$ cat config.mk
export PLATFORM = sky130hd
export DESIGN_NAME = huffman_dec_param
export DESIGN_NICKNAME = d
export VERILOG_FILES = /design/src/rtl/huffman_pkg.sv /design/src/rtl/huffman_match.sv /design/src/rtl/huffman_dec_param.sv
export SDC_FILE = /design/constraint.sdc
export NUM_CORES = 1
export LEC_CHECK = 0
export BUFFER_PORTS_ARGS = -buffer_cell sky130_fd_sc_hd__buf_2
export CORE_MARGIN = 2
export CORE_UTILIZATION = 46
export CTS_CLUSTER_SIZE = 25
export DETAILED_ROUTE_END_ITERATION = 10
export GPL_ROUTABILITY_DRIVEN = 0
export PLACE_DENSITY_LB_ADDON = 0.15
export SKIP_LAST_GASP = 1
export SYNTH_ARGS = -nofsm -noshare
export SYNTH_HDL_FRONTEND = slang
export SYNTH_SLANG_ARGS = --single-unit
$ cat constraint.sdc
create_clock -name clk -period 15.9 [get_ports clk]
set_input_delay 1.59 -clock clk [delete_from_list [all_inputs] [get_ports clk]]
set_output_delay 1.59 -clock clk [all_outputs]
set_load 0.02 [all_outputs]
$ cat src/rtl/huffman_pkg.sv
// huffman_pkg: shared types and default parameters for the Huffman decoder
//   W_DEF/IW_DEF/MAXL_DEF/DEPTH_DEF : default symbol, input word, max code length, table depth
//   state_t : IDLE / CONF / RUN
//   entry_t : one table entry {valid, len, code, sym} at default widths
package huffman_pkg;
  localparam int W_DEF = 8;
  localparam int IW_DEF = 8;
  localparam int MAXL_DEF = 8;
  localparam int DEPTH_DEF = 16;
  localparam int LW_DEF = $clog2(MAXL_DEF + 1);
  typedef enum logic [1:0] {IDLE, CONF, RUN} state_t;
  typedef struct packed {
    logic valid;
    logic [LW_DEF-1:0] len;
    logic [MAXL_DEF-1:0] code;
    logic [W_DEF-1:0] sym;
  } entry_t;
endpackage

$ cat src/rtl/huffman_match.sv
// huffman_match: DEPTH-way code comparator with lowest-index priority
//   i_top   : top MAXL bits of the bit buffer (MSB = next bit)
//   i_cnt   : number of valid bits in the buffer
//   i_valid/i_len/i_code : table contents, codes right-aligned
//   o_hit/o_idx/o_len    : match found, winning entry, its code length
module huffman_match
  import huffman_pkg::*;
#(
  parameter int MAXL = MAXL_DEF,
  parameter int DEPTH = DEPTH_DEF,
  parameter int CW = 5,
  localparam int LW = $clog2(MAXL + 1),
  localparam int XW = $clog2(DEPTH)
) (
  input  logic [MAXL-1:0] i_top,
  input  logic [CW-1:0] i_cnt,
  input  logic [DEPTH-1:0] i_valid,
  input  logic [DEPTH-1:0][LW-1:0] i_len,
  input  logic [DEPTH-1:0][MAXL-1:0] i_code,
  output logic o_hit,
  output logic [XW-1:0] o_idx,
  output logic [LW-1:0] o_len
);
  logic [DEPTH-1:0] w_m;
  for (genvar g = 0; g < DEPTH; g++) begin : g_cmp
    logic [MAXL-1:0] w_mask;
    assign w_mask = ~({MAXL{1'b1}} << i_len[g]);
    // right-shift brings the leading len bits of the buffer down to align with the code
    assign w_m[g] = i_valid[g] && CW'(i_len[g]) <= i_cnt &&
                    (i_top >> (LW'(MAXL) - i_len[g])) == (i_code[g] & w_mask);
  end
  always_comb begin
    o_hit = 1'b0;
    o_idx = '0;
    for (int i = DEPTH - 1; i >= 0; i--)
      if (w_m[i]) begin
        o_hit = 1'b1;
        o_idx = XW'(i);
      end
  end
  assign o_len = i_len[o_idx];
endmodule

$ cat src/rtl/huffman_dec_param.sv
// huffman_dec_param: table-driven Huffman decoder, MSB-first packed input, one symbol per match
//   clk, rst (async, active-high)
//   d_req/d_in/en_in/ready_in : input word request and stream
//   d_conf/h_conf/w_conf/en_conf/new_conf : run-time table load
//   d_out/en_out/out_rdy : decoded symbol with valid/ready handshake
//   err : sticky invalid-code / overflow flag, present only when HUFF_ERR_EN is defined
module huffman_dec_param
  import huffman_pkg::*;
#(
  parameter int W = W_DEF,
  parameter int IW = IW_DEF,
  parameter int MAXL = MAXL_DEF,
  parameter int DEPTH = DEPTH_DEF
) (
  input  logic clk,
  input  logic rst,
  output logic d_req,
  input  logic [IW-1:0] d_in,
  input  logic en_in,
  input  logic ready_in,
  input  logic [W-1:0] d_conf,
  input  logic [MAXL-1:0] h_conf,
  input  logic [$clog2(MAXL+1)-1:0] w_conf,
  input  logic en_conf,
  input  logic new_conf,
  output logic [W-1:0] d_out,
  output logic en_out,
  input  logic out_rdy
`ifdef HUFF_ERR_EN
  ,
  output logic err
`endif
);
  localparam int LW = $clog2(MAXL + 1);
  localparam int BW = 3 * IW;
  localparam int CW = $clog2(BW + 1);
  localparam int PW = $clog2(DEPTH + 1);
  localparam int XW = $clog2(DEPTH);
  state_t r_state;
  logic [BW-1:0] r_buf;
  logic [CW-1:0] r_cnt;
  logic [PW-1:0] r_ptr;
  logic [DEPTH-1:0] r_valid;
  logic [DEPTH-1:0][LW-1:0] r_len;
  logic [DEPTH-1:0][MAXL-1:0] r_code;
  logic [DEPTH-1:0][W-1:0] r_sym;
  logic [W-1:0] r_d_out;
  logic r_en_out;
  logic w_run, w_hit, w_take, w_drop, w_acc, w_wr;
  logic [XW-1:0] w_idx;
  logic [LW-1:0] w_len;
  logic [CW-1:0] w_sh, w_cnt_s, w_cnt_n;
  logic [BW-1:0] w_buf_n;
  huffman_match #(.MAXL(MAXL), .DEPTH(DEPTH), .CW(CW)) u_match (
    .i_top(r_buf[BW-1 -: MAXL]),
    .i_cnt(r_cnt),
    .i_valid(r_valid),
    .i_len(r_len),
    .i_code(r_code),
    .o_hit(w_hit),
    .o_idx(w_idx),
    .o_len(w_len)
  );
  assign w_run = r_state == RUN;
  assign d_req = w_run && ready_in && r_cnt <= CW'(IW);
  // a match only consumes bits when the output register can take the symbol
  assign w_take = w_run && w_hit && (!r_en_out || out_rdy);
  assign w_drop = w_run && !w_hit && r_cnt >= CW'(MAXL);
  assign w_acc = w_run && en_in && r_cnt <= CW'(2 * IW);
  assign w_sh = w_take ? CW'(w_len) : (w_drop ? CW'(1) : '0);
  assign w_cnt_s = r_cnt - w_sh;
  // new word lands directly below the bits that survive this cycle's shift
  assign w_buf_n = (r_buf << w_sh) | (w_acc ? {d_in, {(2 * IW){1'b0}}} >> w_cnt_s : '0);
  assign w_cnt_n = w_cnt_s + (w_acc ? CW'(IW) : '0);
  assign w_wr = en_conf && w_conf != '0 && w_conf <= LW'(MAXL) && r_ptr < PW'(DEPTH);
  assign d_out = r_d_out;
  assign en_out = r_en_out;
  always_ff @(posedge clk or posedge rst)
    if (rst) begin
      r_state <= IDLE;
      r_buf <= '0;
      r_cnt <= '0;
      r_ptr <= '0;
      r_valid <= '0;
      r_len <= '0;
      r_code <= '0;
      r_sym <= '0;
      r_d_out <= '0;
      r_en_out <= 1'b0;
    end else if (new_conf) begin
      r_state <= CONF;
      r_buf <= '0;
      r_cnt <= '0;
      r_ptr <= '0;
      r_valid <= '0;
      r_en_out <= 1'b0;
    end else if (r_state == CONF) begin
      if (w_wr) begin
        r_valid[r_ptr[XW-1:0]] <= 1'b1;
        r_len[r_ptr[XW-1:0]] <= w_conf;
        r_code[r_ptr[XW-1:0]] <= h_conf;
        r_sym[r_ptr[XW-1:0]] <= d_conf;
        r_ptr <= r_ptr + PW'(1);
      end
      if (ready_in && !en_conf) r_state <= RUN;
    end else if (w_run) begin
      r_buf <= w_buf_n;
      r_cnt <= w_cnt_n;
      r_en_out <= w_take || (r_en_out && !out_rdy);
      if (w_take) r_d_out <= r_sym[w_idx];
    end
`ifdef HUFF_ERR_EN
  logic w_ovf, r_err;
  assign w_ovf = w_run && en_in && r_cnt > CW'(2 * IW);
  always_ff @(posedge clk or posedge rst)
    if (rst) r_err <= 1'b0;
    else if (new_conf) r_err <= 1'b0;
    else if (w_drop || w_ovf) r_err <= 1'b1;
  assign err = r_err;
`endif
endmodule
==> metrics.md <==
| Metric | Value |
|---|---|
| Via count | `25200` |
| Syn Std Cell Area | `29500 µm²` |
| Hold path cells | `1` |
| FP Rows | `92` |
| Sequential fraction of the synthesis area | `32.3%` |
| Vias per std cell | `6.48` |
| Die area | `66200 µm²` |
| Total Wirelength | `94600 µm` |
| R2r setup slk | `5120 ps` |
| Crit path time final | `10780 ps` |
| Starting DRT DRC Count | `2283` |
| Net Count, Synth | `3306` |
| MaxCap Viol Count | `0` |
| CP top delay family | `compound AO/OA/AOI/OAI gates` |
| DRC viols | `0` |
| CP startpoint kind | `flop` |
| Int Pwr | `1820 µW` |
| CTS tree | `done` |
| Starting Density | `46.6%` |
| Slew Viols, Final | `0` |
| CTS Sinks | `381` |
| Max VDD drop | `0.100 mV` |
| Final Util | `49.9%` |
| DP Wirelength | `61400 µm` |
| I/O Pins | `45` |
| Slowest stage delay, CP | `910 ps` |
| Hold Crit Class | `flop to flop` |
| CP max-delay cell | `buf_4` |
| Slew of the pin with the lowest slew margin | `1310 ps` |
| Core Area | `63300 µm²` |
| Post-synth top area share | `32.3%` |
| Worst Path Arrival | `11250 ps` |
| #FFs+latches synth | `381` |
| Total CTS buffers | `46` |
| Die Ht | `257 µm` |
| Die width | `257 µm` |
| Vias in the first global route | `24900` |
| Final Skew | `27.7 ps` |
| Cell depth of the worst setup path | `28` |
| Final setup fails | `0` |
| CP Buf/Inv Count | `4` |
| Status | `finished, final reports clean` |
| Initial antenna violation count | `5` |
| Reg-to-Reg End | `r_buf[20]` |
| Final antenna-violating net count | `0` |
| Filler cells | `5890` |
| Setup Crit Path Kind | `flop to flop` |
| H-tree depth | `2` |
| Top achievable clock speed | `92.7 MHz` |
| Postcts setup bufs | `0` |
| Hold buffer count at cts | `0` |
| Clock network power share | `43.2%` |
| Layout cells sized above 1 | `19.7%` |
| Total GRT Usage | `28.2%` |
| Pin count of the biggest net entering global routing | `115` |
| Hold Slack | `494 ps` |
| Leak | `0.0139 µW` |
| Worst r2r src | `r_len[44]` |
| Setup tns final | `0 ps` |
| First-pass GRT wire length | `147000 µm` |
| Ys flop type | `dfrtp_1` |
| Gr ovfl total | `0` |
| Initial DRT Pass Iterations | `6` |
| CP required | `16370 ps` |
| Port Buf Inserts | `44` |
| Largest cells by area after synthesis | `dfrtp_1, mux2_2, mux2i_1, ha_1, nand2_1` |
| Synth top cells by count | `dfrtp_1, mux2_2, nand2_1, mux2i_1, clkbuf_1` |
| Post-synth ARST share | `100%` |
| Most frequent cell after synthesis | `dfrtp_1` |
| WL/cell | `24.3 µm` |
| Period utilization | `67.8%` |
| Number of flops mapped to enable cells by yosys | `0` |
| CTS max path bufs | `3` |
| YS warnings | `0` |
| Area Growth Syn to Fin | `7.04%` |
| Final hold violation count | `0` |
| Clock transition at path regs | `60 ps` |
| Pwr/cell area | `80.8 nW/µm²` |
| Hold path startpoint | `r_code[71]` |
| CP Capture Type | `flop` |
| Nets | `3181` |
| Mean Syn Cell Area | `9.42 µm²` |
| Clock Latency Late Sink | `600 ps` |
| Worst r2r path cells | `28` |
| Sw frac | `28.5%` |
| Worst hold endpoint | `r_code[71]` |
| Relative slew slack | `12.6%` |
| Root Buffer | `clkbuf_16` |
| Net Switching | `729 µW` |
| Logic pwr share | `15.2%` |
| Flop pwr share | `41.6%` |
| Post_cts resized | `0` |
| Synth Instances | `3133` |
| RSZ-0062 raised after global routing | `false` |
| Max FO, Critical Path | `84` |
| Post-synth top area cell | `dfrtp_1` |
| Count of cell types in the netlist | `104` |
==> metal layers <==
layer  vias up  GRT usage [%]  share of wire (%)  wire length, µm
met4         2           11.9                4.0             3790
met2      1034           46.2                 47            44200
li1      11300              -                  -                -
met1     12700           37.4                 42            39900
met3       239           3.98                7.2             6800
met5         -              0              0.012               11
==> stage by stage <==
| step | cell area [µm²] | cells | power [µW] | setup WS [ps] |
|---|---|---|---|---|
| 2_1_floorplan | 29500 | 3133 | 1350 | 3720 |
| 3_3_place_gp | 30000 | 3806 | 1450 | 5700 |
| 3_5_place_dp | 30000 | 3806 | 1460 | 5480 |
| 4_1_cts | 31600 | 3889 | 2570 | 5410 |
| 5_1_grt | 31600 | 3889 | 2660 | 4500 |
| 6_report | 31600 | 3891 | 2550 | 5120 |
==> state kept, by name, summed over array words and instances, names as in the netlist <==
| register | cells |
|---|---|
| d_out | 8 |
| en_out | 1 |
| r_buf | 24 |
| r_cnt | 5 |
| r_code | 128 |
| r_len | 64 |
| r_ptr | 5 |
| r_state | 2 |
| r_sym | 128 |
| r_valid | 16 |
==> power groups by stage <==
| stage | Clock (µW) | Combinational, µW | Sequential [µW] |
|---|---|---|---|
| after floorplan | 0 | 298 | 1050 |
| after global placement | 0 | 376 | 1070 |
| after detailed placement | 0 | 385 | 1080 |
| after CTS | 1130 | 386 | 1060 |
| after global routing | 1170 | 426 | 1070 |
| final | 1100 | 387 | 1060 |
==> area by class of cell <==
type	count	area, µm²	share of cell area (%)
timing repair buffer	84	520	1.65
sequential	381	9540	30.2
tap	846	1060	3.35
clock inverter	17	272	0.859
inverter	148	566	1.79
multi-input combinational	2347	18300	58.0
antenna	2	5.00	0.0158
clock buffer	66	1310	4.14
==> cells by family (layout without fill, tap and decap cells) <==
logic type	after synthesis	in the layout	synth area share [%]
AND/OR/NAND/NOR	838	838	14.3
other	0	2	0
buffers and inverters	405	315	5.71
multiplexers	572	572	22.9
XOR/XNOR	85	85	2.52
flip-flops	381	381	32.3
adder cells (fa/ha/maj)	138	138	5.88
AO/OA/AOI/OAI	714	714	16.4
==> layout by cell type, fill, tap and decap left out, types with 44 or more instances in the layout <==
master / n
dfrtp_1: 376
mux2_2: 349
nand2_1: 283
mux2i_1: 174
a21oi_1: 142
o21ai_0: 141
inv_1: 140
ha_1: 137
nor2_1: 132
nand3_1: 62
nor3_1: 60
and3_1: 60
nor2b_1: 53
a31oi_1: 53
xnor2_1: 51
mux4_2: 47
clkbuf_16: 47
buf_2: 44
==> worst register-to-register path: cells and delay by family (launching register included) <==
kind | cells | cell delay [ps]
compound gates | 11 | 3300
buf+inv | 4 | 2200
simple gates | 6 | 1450
fa+ha+maj | 3 | 1330
mux | 3 | 890
xor+xnor | 1 | 810
flops | 1 | 680
==> how the worst max path moves through the flow <==
stage	from	endpoint
floorplan	rst	d_out[0]
global placement	r_len[44]	r_buf[6]
detailed placement	r_len[44]	r_buf[20]
CTS	r_len[60]	r_buf[20]
global route	r_len[44]	r_buf[20]
finish	r_len[44]	r_buf[20]
(Power assumes the default switching activity.)
